## src/rtl/rv_pipeline_pkg.sv

```systemverilog
// Shared pipeline definitions: default reset PC / bubble word and the IF/ID
// register layout that ID-stage modules also consume.
package rv_pipeline_pkg;

    localparam logic [31:0] RESET_PC_DEFAULT  = 32'h0000_0000;
    localparam logic [31:0] NOP_INSTR_DEFAULT = 32'h0000_0013;

    typedef struct packed {
        logic [31:0] pc;
        logic [31:0] pc_plus4;
        logic [31:0] instr;
        logic        valid;
    } if_id_t;

    // Turns the current IF/ID contents into a bubble while keeping the pc fields.
    function automatic if_id_t make_bubble(input if_id_t cur, input logic [31:0] nop);
        if_id_t b;
        b       = cur;
        b.instr = nop;
        b.valid = 1'b0;
        return b;
    endfunction

endpackage

```

## src/rtl/fetch_stage_sat_counter.sv

```systemverilog
// Up-counter with increment enable and synchronous reset that sticks at
// all-ones instead of wrapping.
module sat_counter #(
    parameter int W = 32
) (
    input  logic         clk,
    input  logic         reset,
    input  logic         inc,
    output logic [W-1:0] count
);

    logic [W-1:0] count_q;
    logic [W-1:0] count_d;

    always_comb begin
        count_d = count_q;
        if (inc && (count_q != {W{1'b1}})) begin
            count_d = count_q + {{(W-1){1'b0}}, 1'b1};
        end
    end

    always_ff @(posedge clk) begin
        if (reset) begin
            count_q <= '0;
        end else begin
            count_q <= count_d;
        end
    end

    assign count = count_q;

endmodule

```

## src/rtl/fetch_stage.sv

```systemverilog
// IF stage: PC register, instruction fetch over a ready handshake, IF/ID
// pipeline register with bubble insertion, and saturating event counters.
module fetch_stage
    import rv_pipeline_pkg::*;
#(
    parameter logic [31:0] RESET_PC  = RESET_PC_DEFAULT,
    parameter logic [31:0] NOP_INSTR = NOP_INSTR_DEFAULT,
    parameter int          CNT_W     = 32
) (
    input  logic             clk,
    input  logic             reset,
    input  logic             pc_write,
    input  logic             if_id_write,
    input  logic             branch_taken_id,
    input  logic [31:0]      branch_target_id,
    output logic             imem_req,
    output logic [31:0]      imem_addr,
    input  logic [31:0]      imem_rdata,
    input  logic             imem_ready,
    output logic [31:0]      pc,
    output logic [31:0]      if_id_pc,
    output logic [31:0]      if_id_pc_plus4,
    output logic [31:0]      if_id_instr,
    output logic             if_id_valid,
    output logic             redirect_misaligned,
    output logic [CNT_W-1:0] fetch_count,
    output logic [CNT_W-1:0] stall_count,
    output logic [CNT_W-1:0] flush_count
);

    logic [31:0] pc_q;
    logic [31:0] pc_d;
    if_id_t      if_id_q;
    if_id_t      if_id_d;
    logic        misaligned_q;
    logic        misaligned_d;
    logic        fetch_inc;
    logic        stall_inc;
    logic        flush_inc;
    logic [31:0] pc_plus4;

    assign pc_plus4 = pc_q + 32'd4;

    // A redirect outranks every hazard-unit hold; otherwise pc_write gates both PC and IF/ID.
    always_comb begin
        pc_d         = pc_q;
        if_id_d      = if_id_q;
        misaligned_d = 1'b0;
        fetch_inc    = 1'b0;
        stall_inc    = 1'b0;
        flush_inc    = 1'b0;
        if (branch_taken_id) begin
            pc_d         = {branch_target_id[31:2], 2'b00};
            if_id_d      = make_bubble(if_id_q, NOP_INSTR);
            flush_inc    = 1'b1;
            misaligned_d = |branch_target_id[1:0];
        end else if (pc_write) begin
            if (imem_ready) begin
                pc_d = pc_plus4;
                if (if_id_write) begin
                    if_id_d.pc       = pc_q;
                    if_id_d.pc_plus4 = pc_plus4;
                    if_id_d.instr    = imem_rdata;
                    if_id_d.valid    = 1'b1;
                    fetch_inc        = 1'b1;
                end
            end else if (if_id_write) begin
                if_id_d = make_bubble(if_id_q, NOP_INSTR);
            end
        end else begin
            stall_inc = 1'b1;
        end
    end

    always_ff @(posedge clk) begin
        if (reset) begin
            pc_q             <= RESET_PC;
            if_id_q.pc       <= 32'h0000_0000;
            if_id_q.pc_plus4 <= 32'h0000_0004;
            if_id_q.instr    <= NOP_INSTR;
            if_id_q.valid    <= 1'b0;
            misaligned_q     <= 1'b0;
        end else begin
            pc_q         <= pc_d;
            if_id_q      <= if_id_d;
            misaligned_q <= misaligned_d;
        end
    end

    sat_counter #(.W(CNT_W)) u_fetch_cnt (
        .clk   (clk),
        .reset (reset),
        .inc   (fetch_inc),
        .count (fetch_count)
    );

    sat_counter #(.W(CNT_W)) u_stall_cnt (
        .clk   (clk),
        .reset (reset),
        .inc   (stall_inc),
        .count (stall_count)
    );

    sat_counter #(.W(CNT_W)) u_flush_cnt (
        .clk   (clk),
        .reset (reset),
        .inc   (flush_inc),
        .count (flush_count)
    );

    assign imem_req            = ~reset;
    assign imem_addr           = pc_q;
    assign pc                  = pc_q;
    assign if_id_pc            = if_id_q.pc;
    assign if_id_pc_plus4      = if_id_q.pc_plus4;
    assign if_id_instr         = if_id_q.instr;
    assign if_id_valid         = if_id_q.valid;
    assign redirect_misaligned = misaligned_q;

endmodule

```

## config.mk

```make
export PLATFORM = sky130hd
export DESIGN_NAME = fetch_stage
export DESIGN_NICKNAME = d
export VERILOG_FILES = /design/src/rtl/rv_pipeline_pkg.sv /design/src/rtl/fetch_stage_sat_counter.sv /design/src/rtl/fetch_stage.sv
export SDC_FILE = /design/constraint.sdc
export NUM_CORES = 1
export LEC_CHECK = 0
export CORE_MARGIN = 2
export CORE_UTILIZATION = 52
export CTS_BUF_LIST = sky130_fd_sc_hd__clkbuf_4
export DETAILED_ROUTE_END_ITERATION = 16
export PLACE_DENSITY = 0.88
export SLEW_MARGIN = 20
export SYNTH_ARGS = -nofsm -noshare
export SYNTH_HDL_FRONTEND = slang
export SYNTH_SLANG_ARGS = --single-unit
```

## constraint.sdc

```tcl
create_clock -name clk -period 3.4 [get_ports clk]
set_clock_uncertainty 0.15 [all_clocks]
set_input_delay 0.68 -clock clk [delete_from_list [all_inputs] [get_ports clk]]
set_output_delay 0.68 -clock clk [all_outputs]
set_load 0.05 [all_outputs]
```

After elaboration in Yosys (flattened, before gate mapping) --
Index checks and enable logic that the tools add are counted.
Operators by class: $add $sub $neg 4, eq/ne operators 3, multiplexer cells 13, bitwise gates (word level) 2, reductions and logical operators 12
Operator list (number):
- two-way mux 97 bit | 2
- adder 32 x 1 -> 32 bit (second input constant) | 3
- two-way mux 32 bit | 3
- != test 32 bit (second input constant) | 3
- two-way mux 33 bit | 1
- adder 32 x 3 -> 32 bit (second input constant) | 1
- two-way mux 1 bit | 7
- AND reduction 2 bit | 3
- OR reduction 2 bit | 3
- AND reduction 4 bit | 1
- nonzero test 2 bit | 2
- logical AND 1 bit | 3
- NOT 1 bit | 2
Storage, ports and cells: flip-flop bits (word level) 226, bits of input ports 70, output and inout port bits 259, word-level logic and storage cells 44

Longest topological paths before layout --
Gate-level depths: netlist (run 1).
depth in word-level cells 5, depth in mapped cells 9, gate-level depth less buffers 6

Cells and area by module --
From an unflattened synthesis (run 1), not the netlist that was laid out.
Second synthesis, totals: cells, all modules 1346, area, all modules 10918.0 µm²
By module, submodules not included:
- fetch_stage | instances 1, cells each 749, area an instance 5895.7 µm², sequential area each 2482.4 µm²
- sat_counter | instances 3, cells each 199, area an instance 1674.1 µm², sequential area each 640.6 µm²

Worst setup path before layout (run 1) --
No wires, ideal clock.
kind flip-flop to flip-flop, start register u_fetch_cnt.count_q[0], in the netlist u_fetch_cnt.count[0], end register u_fetch_cnt.count_q[6], in the netlist u_fetch_cnt.count[6], setup time 0.070 ns, data arrival time 2.328 ns, required time 3.180 ns, slack 0.851 ns, cell stages (with the launch flop) 9, path buffers 2, clock period less this slack 2.549 ns, path through dfxtp_1 > ha_1 > nand4_1 > nor3_1 > a31o_2 > buf_2 > clkbuf_1 > o21ai_0 > a21oi_1
On the way: word-level cells in the longest chain between the ends 2, elaborated cells between the ends (all ways) 3, those cells by class 1 x add/sub; 1 x eq/ne; 1 x reduce/logical
RTL lines:
- start: declaration | RTL line fetch_stage_sat_counter.sv:12 | logic [W-1:0] count_q;
- start signal: assignment | RTL line fetch_stage_sat_counter.sv:26 | count_q <= count_d;
- parallel branches: the longest is 2 deep, another holds adder 32 x 1 -> 32 bit
Several ways; the timed one is not identified. A chain may end at the register's enable or synchronous reset.

Worst setup path after layout (run 1) --
start register pc_q[6], in the netlist imem_addr[6], end output port imem_addr[6]
RTL lines:
- start: declaration | RTL line fetch_stage.sv:31 | logic [31:0] pc_q;
- start signal: assignment | RTL line fetch_stage.sv:84 | pc_q <= pc_d;
- end: declaration | RTL line fetch_stage.sv:17 | output logic [31:0] imem_addr,
No word-level cell between the ends.

==> results of run 1 <==
## state kept, by name, summed over array words and instances, names as in the netlist
signal and cells:
u_fetch_cnt.count 32, if_id_pc_plus4 30, u_flush_cnt.count 32, imem_addr 30, u_stall_cnt.count 32, if_id_instr 32
if_id_pc 30, redirect_misaligned 1, if_id_valid 1
## power by group
group | switching, mW | internal [mW]
sequential | 0.0851 | 2.63
clock | 1.09 | 1.26
combinational | 0.492 | 0.267
## kinds of logic (layout without fill, tap and decap cells)
group | Yosys count | count (layout) | synth area share, %
multiplexers | 11 | 11 | 1.15
buffers and inverters | 136 | 459 | 6.54
AO/OA/AOI/OAI | 284 | 284 | 16.1
flip-flops | 220 | 220 | 42.2
AND/OR/NAND/NOR | 548 | 548 | 26.9
adder cells (fa/ha/maj) | 4 | 4 | 0.479
XOR/XNOR | 78 | 78 | 6.54
other | 1 | 11 | 0.0359
## cell usage in the layout (no fill, tap or decap), types with 5 or more instances in the layout
master and n:
clkdlybuf4s50_1 318, nor2_1 99, and2_1 5, or4_1 18
a21oi_1 142, mux2_2 7, dfxtp_1 220, nand3_1 81
and3_1 18, or3_1 35, nor3_1 21, xor2_1 18
o21ai_0 54, nand4_1 38, conb_1 8, nor2b_1 8
a211oi_1 36, clkbuf_4 89, nand2_1 161, o31ai_1 15
xnor2_1 60, a31o_2 6, buf_4 22, clkinv_1 10
and4_1 17, nor4_1 24, inv_1 14
## cell type report
class / instances / share of cell area [%]
multi-input cells: 933 / 37.5
flip-flops and latches: 220 / 30.7
well taps: 265 / 2.31
inverters: 15 / 0.393
clock inverters: 12 / 0.532
clock buffers: 89 / 4.66
diodes: 3 / 0.0524
repair buffers: 343 / 23.8
## path summary, 6_finish.rpt
kind	end	startpoint	slack, ns	depth (start not counted)
min reg2reg	if_id_instr[6]$_SDFFE_PP0P_	if_id_instr[6]$_SDFFE_PP0P_	0.30	2
max reg2reg	u_stall_cnt.count[31]$_SDFFE_PP0P_	u_stall_cnt.count[25]$_SDFFE_PP0P_	0.74	5
max	imem_addr[6]	imem_addr[6]$_SDFFE_PP0P_	0.28	1
min	u_flush_cnt.count[24]$_SDFFE_PP0P_	reset	0.29	2
## per-layer routing
layer  wire length (um)  track usage [%]  up-vias
met1              13300             37.1     5142
met5                  8                0        -
li1                   -                -     5164
met3               3360             8.97       92
met2              16200             50.9      554
met4               1210             13.2        2
## through the flow
step                      worst slack (ns)  hold slack, ns
after floorplan                      0.851           0.521
after global placement               0.310           0.287
after detailed placement             0.255           0.295
after CTS                            0.228           0.235
after global routing                 0.185           0.252
final                                0.276           0.295
==> results.toml, run 1 <==
[die]
dieArea_um2 = 21200
num_rows = 51
coreArea_um2 = 19600
start_util_pct = 53.3
num_io_pins = 329
die_w_um = 146
die_h_um = 146

[worst_setup_path]
path_buf_inv = 1
path_cells = "clkdlybuf4s50_1"
worstSetupPathType = "flip-flop to output port"
worst_path_max_delay_cell = "clkdlybuf4s50_1"
arrival_ns = 2.29
cpPeakStageDelay_ns = 0.92
critPathTopFamily = "buffers and inverters"
cp_data_required_time_ns = 2.57
setup.worst_path.end_class = "output port"
critPathLaunchType = "flip-flop"
cp_max_fo = 13

[layout]
regArea_um2 = 4400
drive_gt1_share_pct = 9.12
nNetsFinal = 1644
fill_cells = 1494
areaGrowthSynthToFinish_pct = 37.3
final_area_um2 = 14300
multi_input_area_um2 = 5380
fin_cells = 1880
final_util_pct = 73.2

[yosys]
synth_top_cells_by_count = "220 x dfxtp_1, 161 x nand2_1, 142 x a21oi_1"
synth_ff_type = "dfxtp_1"
yosysMostFrequentCell = "dfxtp_1"
synthTopCellsByArea = "dfxtp_1 42%, a21oi_1 6.8%, nand2_1 5.8%"
ys_types = 61
async_reset_ff_share_pct = 0
syn_inst = 1282
syn_avg_cell_area_um2 = 8.15
seq_area_frac_synth_pct = 42.2
synth-edff-count = 0
synth_top_area_share_pct = 42.2
synth_seq_cells = 220
yosysTopAreaCell = "dfxtp_1"
syn_area_um2 = 10400
ys.warnings.count = 0

[drt]
antenna_left = 0
vias = 11000
drt_iter0_markers = 833
finalWirelength_mm = 34.0
drc = 0
drtPass1Iterations = 5
viasPerCell = 5.83
wl_per_cell_um = 18.1

[global_route]
grt_usage_pct = 30.7
antenna_found_initial = 4
grt_pass1_vias = 10500
grt_overflow = 0
grt_pass1_wl_mm = 53.9
grt_max_degree = 98

[clocking]
cts_sinks = 220
ctsLongestPathBuffers = 3
cts.repair.resized = 0
post-cts-setup-buffers = 0
htree_levels = 2
cts_buffers = 57
clock-root-buffer = "clkbuf_4"
clk-insertion-delay-late_ns = 0.69
cts_hold_buf = 0
cts_tree = "yes"
cts.clk_slew.worst_paths_ns = 0.06

[timing]
max_freq_mhz = 320
maxSlewHeadroom_pct = 40.1
hold_violations = 0
fin_crit_ns = 3.12
setup_violations = 0
worstMarginPinSlew_ns = 0.892
finalCritPeriodShare_pct = 91.9
drv_slew = 0
rsz0062_at_grt = "false"
tns_ns = 0

[place]
routabilityCongestion = 0.897
port_buffers = 320
place_inst = 1776
dpl_cell_area_um2 = 13600
hpwl_mm = 23.7

[power_and_ir_drop]
p_total_mw = 5.81
peakVddDrop_v = 0.000298
p_leak_nw = 4.68
power.density_nw_per_um2 = 405

[min_path]
min_path_type = "input pin to flip-flop"

[run]
drv_cap = 0

[run_status]
status = "finished clean"
Power figures use the tool's default switching activity.
==> run 2, diff against run 1 <==
CORE_UTILIZATION = 50   (was 52)
PLACE_DENSITY = 0.85   (was 0.88)
==> results.toml, run 2 (synthesized netlist as in run 1, its figures left out) <==
[run_status]
status = "finished clean"

[clocking]
clock-root-buffer = "clkbuf_4"
cts.clk_slew.worst_paths_ns = 0.06
cts_hold_buf = 0
cts_buffers = 57
clk-insertion-delay-late_ns = 0.70
cts.repair.resized = 0
ctsLongestPathBuffers = 3
post-cts-setup-buffers = 0
cts_sinks = 220
htree_levels = 2
cts_tree = "yes"

[global_route]
grt_pass1_wl_mm = 50.5
grt_max_degree = 173
grt_overflow = 0
grt_usage_pct = 28.0
antenna_found_initial = 2
grt_pass1_vias = 10000

[worst_setup_path]
worstSetupPathType = "flip-flop to output port"
rrSetupSlack_ns = 0.76
arrival_ns = 2.19
cp_data_required_time_ns = 2.57
setup.worst_path.end_class = "output port"
cpPeakStageDelay_ns = 0.81
rr_endpoint = "imem_addr[30]$_SDFFE_PP0P_"
path_cells = "buf_4 -> clkdlybuf4s50_1"
critPathLaunchType = "flip-flop"
rr_worst_depth = 5
r2r-start = "imem_addr[9]$_SDFFE_PP0P_"
worst_path_max_delay_cell = "clkdlybuf4s50_1"
cp_max_fo = 5

[timing]
tns_ns = 0
hold_violations = 0
worstMarginPinSlew_ns = 0.901
layout_setup_ws_ns = 0.376
drv_slew = 0
setup_violations = 0
max_freq_mhz = 331
hold_slack_ns = 0.298
maxSlewHeadroom_pct = 39.5
finalCritPeriodShare_pct = 89.0
fin_crit_ns = 3.02
rsz0062_at_grt = "false"

[layout]
final_cell_mix = "318 x clkdlybuf4s50_1, 220 x dfxtp_1, 161 x nand2_1, 142 x a21oi_1, 99 x nor2_1"
final_util_pct = 70.2
fin_cells = 1884
areaGrowthSynthToFinish_pct = 36.9
multi_input_area_um2 = 5390
final_area_um2 = 14300
regArea_um2 = 4400
layout_commonest_cell = "clkdlybuf4s50_1"
fill_cells = 1632
nNetsFinal = 1646
drive_gt1_share_pct = 9.00

[min_path]
worstHoldEndpoint = "if_id_instr[21]$_SDFFE_PP0P_"
min_from = "if_id_instr[21]$_SDFFE_PP0P_"
min_path_cells = 2
min_path_type = "flip-flop to flip-flop"

[die]
die_w_um = 149
start_util_pct = 51.3
num_rows = 52
die_h_um = 149
dieArea_um2 = 22100
num_io_pins = 329
coreArea_um2 = 20400

[power_and_ir_drop]
power.density_nw_per_um2 = 397
p_total_mw = 5.68
p_leak_nw = 4.67
peakVddDrop_v = 0.000297

[place]
dpl_cell_area_um2 = 13600
place_inst = 1783
routabilityCongestion = 0.848
port_buffers = 320
pre_cts_ws_ns = 0.252
hpwl_mm = 22.6

[drt]
antenna_left = 0
drtPass1Iterations = 6
viasPerCell = 5.69
wl_per_cell_um = 17.2
vias = 10700
drt_iter0_markers = 672
drc = 0
finalWirelength_mm = 32.5

[run]
drv_cap = 0
run 2: where the power goes:
| group | switching [mW] | internal, mW | leakage, nW |
|---|---|---|---|
| clock network | 1.08 | 1.13 | 0.418 |
| registers | 0.0731 | 2.63 | 1.78 |
| logic | 0.494 | 0.270 | 2.47 |
| total | 1.65 | 4.03 | 4.67 |
run 2: worst max-delay path, delay by kind of cell, from the launching register on:
| family | cells | cell delay [ns] |
|---|---|---|
| buf+inv | 2 | 1.02 |
| flops | 1 | 0.48 |
run 2: how the worst max path moves through the flow:
stage | start | cells past startpoint | slack [ns] | end
2_1_floorplan | u_fetch_cnt.count[0]$_SDFFE_PP0P_ | 8 | 0.85 | u_fetch_cnt.count[6]$_SDFFE_PP0P_
3_5_place_dp | pc_write | 6 | 0.25 | u_stall_cnt.count[28]$_SDFFE_PP0P_
3_3_place_gp | pc_write | 6 | 0.26 | u_stall_cnt.count[28]$_SDFFE_PP0P_
6_report | imem_addr[7]$_SDFFE_PP0P_ | 2 | 0.38 | pc[7]
5_1_grt | imem_addr[7]$_SDFFE_PP0P_ | 2 | 0.30 | pc[7]
4_1_cts | imem_addr[7]$_SDFFE_PP0P_ | 2 | 0.34 | pc[7]
run 2: final cells by class:
type / instances / share of cell area [%]
repair buffers: 345 / 23.9
inverters: 15 / 0.394
diodes: 2 / 0.0350
well taps: 270 / 2.36
clock inverters: 14 / 0.376
clock buffers: 85 / 4.46
flip-flops and latches: 220 / 30.8
multi-input cells: 933 / 37.7
run 2: layer usage:
| metal | routed length (um) | track usage [%] |
|---|---|---|
| met4 | 1010 | 11.0 |
| met3 | 3180 | 7.94 |
| met5 | 0 | 0 |
| met1 | 12900 | 34.8 |
| met2 | 15300 | 46.0 |
==> run 3, diff against run 2 <==
CAP_MARGIN = 30   (was unset)
==> results of run 3 <==
No change in the layout: final DEF, timing and power equal those of run 2.
==> RTL edit 1 (flow settings as in run 3) <==
Put a register stage on the output `fetch_count`, cleared by the reset. The value now appears one clock later. The other outputs are not delayed to match.
--- a/src/rtl/fetch_stage.sv
+++ b/src/rtl/fetch_stage.sv
@@ -29,2 +29,4 @@
 );
+
+    logic [CNT_W-1:0] fetch_count_d;
 
@@ -93,3 +95,3 @@
         .inc   (fetch_inc),
-        .count (fetch_count)
+        .count (fetch_count_d)
     );
@@ -119,2 +121,10 @@
 
+    always_ff @(posedge clk) begin
+        if (reset) begin
+            fetch_count <= '0;
+        end else begin
+            fetch_count <= fetch_count_d;
+        end
+    end
+
 endmodule
Function: changed (a bounded check fails within 4 cycles, from zero or initial values and one cycle with reset high).
==> RTL edit 1 against run 3 <==
  * Final area rose by 7.0%
  * Worst setup slack got worse by 0.059 ns
  * Utilization fell by 2.0 points
  * Area after synthesis rose by 8.8%
  * Synthesized cell count rose by 6.2%
  * Sequential share of layout area rose by 2.2 points
  * Clock power rose by 23%
  * Count of clock-buffer cells in the layout rose by 12
  * Routed wire length rose by 5.3%
  * Sequential cell count rose by 32
  * Maximum frequency fell by 1.9%
  * Die area rose by 8.5%
  * Register-to-register slack got worse by 0.11 ns
  * Power rose by 15%
  * Critical path type unchanged
  * Critical endpoint is now imem_addr[6]
  * Largest power group unchanged
==> RTL edit 1: results (changes against run 3) <==
The worst voltage drop across the vdd grid came out at 298 uV (+0.34%). The final RePlAce weighted congestion is 0.870 (+2.7%). The insertion delay of the later-clocked pin in the worst-skew pair was 0.66 ns (-0.04 ns). The largest stage delay on the critical path is 0.93 ns (+0.12 ns). The count of cell types in the netlist came out at 58 (-4.9%).

The initial antenna violation count was 2 (unchanged). The leakage power of the design is 0.00518 uW (+11%). The run finished with clean final reports. The largest fanout of any net on the critical path is 13 (+8). The worst-case setup slack after placement came out at 0.280 ns (+0.0275 ns). The number of warnings reported in the yosys synthesis log came out at 0 (unchanged). The count of instances resized after the clock tree is built came out at 0 (unchanged). The instance area at placement is 0.0144 mm2 (+6.2%). The area growth from synthesis to layout is 34.7%. The wire length of the first global-routing pass is 54300 um (+7.5%). The part of the Yosys area used for sequential elements is 0.444 (+0.0224). The largest net degree at the start of global routing came out at 208 (+20%). The fraction of layout instances using a drive strength above 1 came out at 0.0963 (+0.00639). The routed wire length came out at 34200 um (+5.3%). In this design, the largest share of critical-path delay is due to buffers and inverters. The number of buffers on the longest clock path is 3 (unchanged). The number of standard cells in the final layout excluding fillers is 1980 (+5.1%).

The share of synthesized flip-flops with an asynchronous set or reset was 0 (unchanged). By area the synthesized netlist is led by sky130_fd_sc_hd__dfxtp_1 (44%), sky130_fd_sc_hd__nand2_1 (5.8%), sky130_fd_sc_hd__a21oi_1 (5.6%), sky130_fd_sc_hd__xnor2_1 (4.7%), sky130_fd_sc_hd__nor2_1 (3.8%). The buffer count from post-CTS setup fixing was 0 (unchanged). The data arrival time of the critical path is 2.25 ns (+0.06 ns).

The combined global-route utilization of all metal layers is 0.277 (-0.00304). The number of nets in the layout came out at 1720 (+4.5%). Clock-pin slew was measured on the worst setup and hold paths at 0.07 ns. The cell count after placement came to 1861 (+4.4%). The cell sitting at the root of the clock tree is a sky130_fd_sc_hd__clkbuf_4. The slew at the pin with the worst max-slew slack came out at 0.910 ns (+0.00912 ns).

The number of buffers created by CTS is 68 (+19%). The number of max-cap violations is 0 (unchanged). The number of port buffers came out at 320 (unchanged). Ranked by instance count, the synthesized netlist is headed by sky130_fd_sc_hd__dfxtp_1 (252), sky130_fd_sc_hd__nand2_1 (177), sky130_fd_sc_hd__a21oi_1 (127). The total number of vias came out at 11034 (+3.0%).

The H-tree depth came out at 3 (+1). The first-iteration detailed-routing DRC count came out at 582 (-13%). The length of the first detailed-routing pass in iterations is 5 (-1). The gate count after technology mapping came out at 1362 (+6.2%). The cell with the biggest individual delay on the critical path is sky130_fd_sc_hd__clkdlybuf4s50_1. The placed wire-length estimate after detailed placement is 23400 um (+3.2%). The type of the worst min-delay path is reg -> reg.
==> RTL edit 1: cell count changes in the layout (fill, tap and decap cells not counted), moves of 6 or more <==
| cell | before | now |
|---|---|---|
| sky130_fd_sc_hd__a311oi_1 | 3 | 9 |
| sky130_fd_sc_hd__a211oi_1 | 36 | 28 |
| sky130_fd_sc_hd__or3_1 | 35 | 21 |
| sky130_fd_sc_hd__a21oi_1 | 142 | 127 |
| sky130_fd_sc_hd__buf_4 | 25 | 17 |
| sky130_fd_sc_hd__mux2_2 | 7 | 19 |
| sky130_fd_sc_hd__and3_1 | 18 | 11 |
| sky130_fd_sc_hd__dfxtp_1 | 220 | 252 |
| sky130_fd_sc_hd__o31ai_1 | 15 | 7 |
| sky130_fd_sc_hd__nand2_1 | 161 | 177 |
| sky130_fd_sc_hd__nor2_1 | 99 | 114 |
| sky130_fd_sc_hd__clkbuf_4 | 85 | 97 |
| sky130_fd_sc_hd__nand4_1 | 38 | 44 |
| sky130_fd_sc_hd__nor2b_1 | 8 | 40 |
==> RTL edit 1: final cells by class <==
type / instances / area, um2
diodes: 3 / 7.51
clock buffers: 97 / 728
clock inverters: 19 / 128
fillers: 1767 / 7140
inverters: 18 / 67.6
multi-input cells: 968 / 5600
flip-flops and latches: 252 / 5040
well taps: 285 / 357
repair buffers: 338 / 3360
==> RTL edit 1: per-layer routing <==
metal,GRT usage,vias to the layer above,routed length (um),share of wire
li1,-,5344,-,-
met1,0.329,5184,13700,0.40
met2,0.468,443,16700,0.49
met3,0.0880,63,2870,0.084
met4,0.108,0,852,0.025
met5,0,-,0,0
==> RTL edit 1: logic make-up after synthesis <==
kind of cell | count (synthesis) | synth area share
DFF | 252 | 0.444
adders and majority gates | 4 | 0.00441
muxes | 22 | 0.0215
AOI/OAI and AO/OA | 249 | 0.131
xor gates and xnor gates | 84 | 0.0648
other | 1 | 0.000330
buffers and inverters | 149 | 0.0654
and+or+nand+nor | 601 | 0.268
==> RTL edit 1: report_power, final <==
part	internal, uW	switching (uW)
logic	265	489
registers	3000	86.4
clock network	1460	1250
==> RTL edit 1: worst paths after layout <==
kind	from	endpoint	slack, ns	cells after the start
worst min register to register	if_id_instr[6]$_SDFFE_PP0P_	if_id_instr[6]$_SDFFE_PP0P_	0.30	2
worst max register to register	imem_addr[2]$_SDFFE_PP0P_	imem_addr[14]$_SDFFE_PP0P_	0.65	6
worst max-delay path	imem_addr[6]$_SDFFE_PP0P_	imem_addr[6]	0.32	1
worst min-delay path	if_id_instr[6]$_SDFFE_PP0P_	if_id_instr[6]$_SDFFE_PP0P_	0.30	2
==> RTL edit 2 (config.mk and constraints of run 3) <==
Without the edit above. Change the parameter `CNT_W` from 32 to 64.
--- a/src/rtl/fetch_stage.sv
+++ b/src/rtl/fetch_stage.sv
@@ -7,3 +7,3 @@
     parameter logic [31:0] NOP_INSTR = NOP_INSTR_DEFAULT,
-    parameter int          CNT_W     = 32
+    parameter int          CNT_W     = 64
 ) (
Interface: changed (resized fetch_count, flush_count and stall_count); port bits go from 329 to 425. The function was not compared with the original's and may differ.
==> RTL edit 2 against run 3 <==
  * Hold slack got worse by 0.060 ns
  * Count of clock-buffer cells in the layout rose by 27
  * Routed wire length increased by 52%
  * Final area increased by 45%
  * Sequential cell count increased by 96
  * Global-route usage up 1.3 points
  * Utilization shrank 2.0 points
  * Maximum frequency rose by 0.59%
  * Worst setup slack better by 0.018 ns
  * Sequential power increased by 41%
  * Sequential share of layout area decreased by 0.25 points
  * Power rose by 38%
  * Combinational power rose by 2%
  * Area after synthesis increased by 47%
  * Critical path type is now reg -> reg
==> RTL edit 2: results (changes against run 3) <==
The run finished with clean final reports. The largest fanout of any net on the critical path came out at 11 (+6). Ranked by instance count, the synthesized netlist is headed by sky130_fd_sc_hd__dfxtp_1 (316), sky130_fd_sc_hd__nand2_1 (202), sky130_fd_sc_hd__nor2_1 (200). For this design, the slowest cell found on the critical path is sky130_fd_sc_hd__or4_4. The worst hold margin is 0.238 ns (-0.0599 ns).

The initial antenna violation count was 3 (+1). The top cell family by delay on the critical path is simple AND/OR/NAND/NOR gates. The largest net degree at the start of global routing came out at 158 (-8.7%). The routed wire length came to 49500 um (+52%). The critical path is of the reg -> reg type. The leakage power of the design was 0.00671 uW (+44%). The wire length of the first global-routing pass came out at 76000 um (+50%). In this run the critical register-to-register path is launched from u_stall_cnt.count[45]$_SDFFE_PP0P_.

The first-iteration detailed-routing DRC count came to 1340 (+99%). The share of the synthesized area in compound gates (AO/OA/AOI/OAI) came to 0.138 (-0.0234). The routed wirelength normalized by instance count is 18.0 um (+4.3%).

The fraction of layout instances using a drive strength above 1 came to 0.0981 (+0.00818). The largest stage delay on the critical path is 0.64 ns (-0.17 ns). The type of the worst min-delay path is in -> reg.

The worst voltage drop across the vdd grid came to 213 uV (-28%). The final RePlAce weighted congestion came out at 0.909 (+7.2%). The placed wire-length estimate after detailed placement came out at 35300 um (+56%). The number of buffers created by CTS came to 84 (+47%). The number of nets in the layout came out at 2371 (+44%). The worst-case setup slack after placement came to -0.111 ns (-0.363 ns). The startpoint identified for the worst hold timing path is reset.

The cell count after placement is 2607 (+46%). The via count of the first global-routing pass is 14713 (+46%). In this run the critical register-to-register path is captured at u_stall_cnt.count[29]$_SDFFE_PP0P_. The average vias per placed instance came out at 5.81 (+2.3%). The slew at the pin with the worst max-slew slack is 0.953 ns (+0.0524 ns). The count of cell types in the netlist is 66 (+8.2%). The H-tree depth came out at 3 (+1). The part of the Yosys area used for sequential elements is 0.413 (-0.00862).
-- RTL edit 2: cell types whose count changed after synthesis, sizes merged, moves of 30 or more --
cell,before,now
dfxtp,220,316
nor2,99,202
nand2,161,202
nor3,22,54
clkbuf,59,90
a21oi,142,172
xnor2,60,100
-- RTL edit 2: final cells by class --
cell class | instances | area [um2]
multi-input cells | 1402 | 8210
diodes | 3 | 7.51
fillers | 2384 | 9650
clock inverters | 31 | 166
well taps | 396 | 495
inverters | 26 | 97.6
flip-flops and latches | 316 | 6330
repair buffers | 467 | 4560
clock buffers | 112 | 841
-- RTL edit 2: power breakdown --
part | internal, uW | switching (uW)
clock network | 1620 | 1600
logic | 267 | 514
registers | 3750 | 65.9
-- RTL edit 2: metal layers --
layer	vias up	part of all wire	track usage
li1	7569	-	-
met5	-	0	0
met4	0	0.032	0.123
met1	7575	0.40	0.358
met2	739	0.48	0.478
met3	122	0.095	0.0891
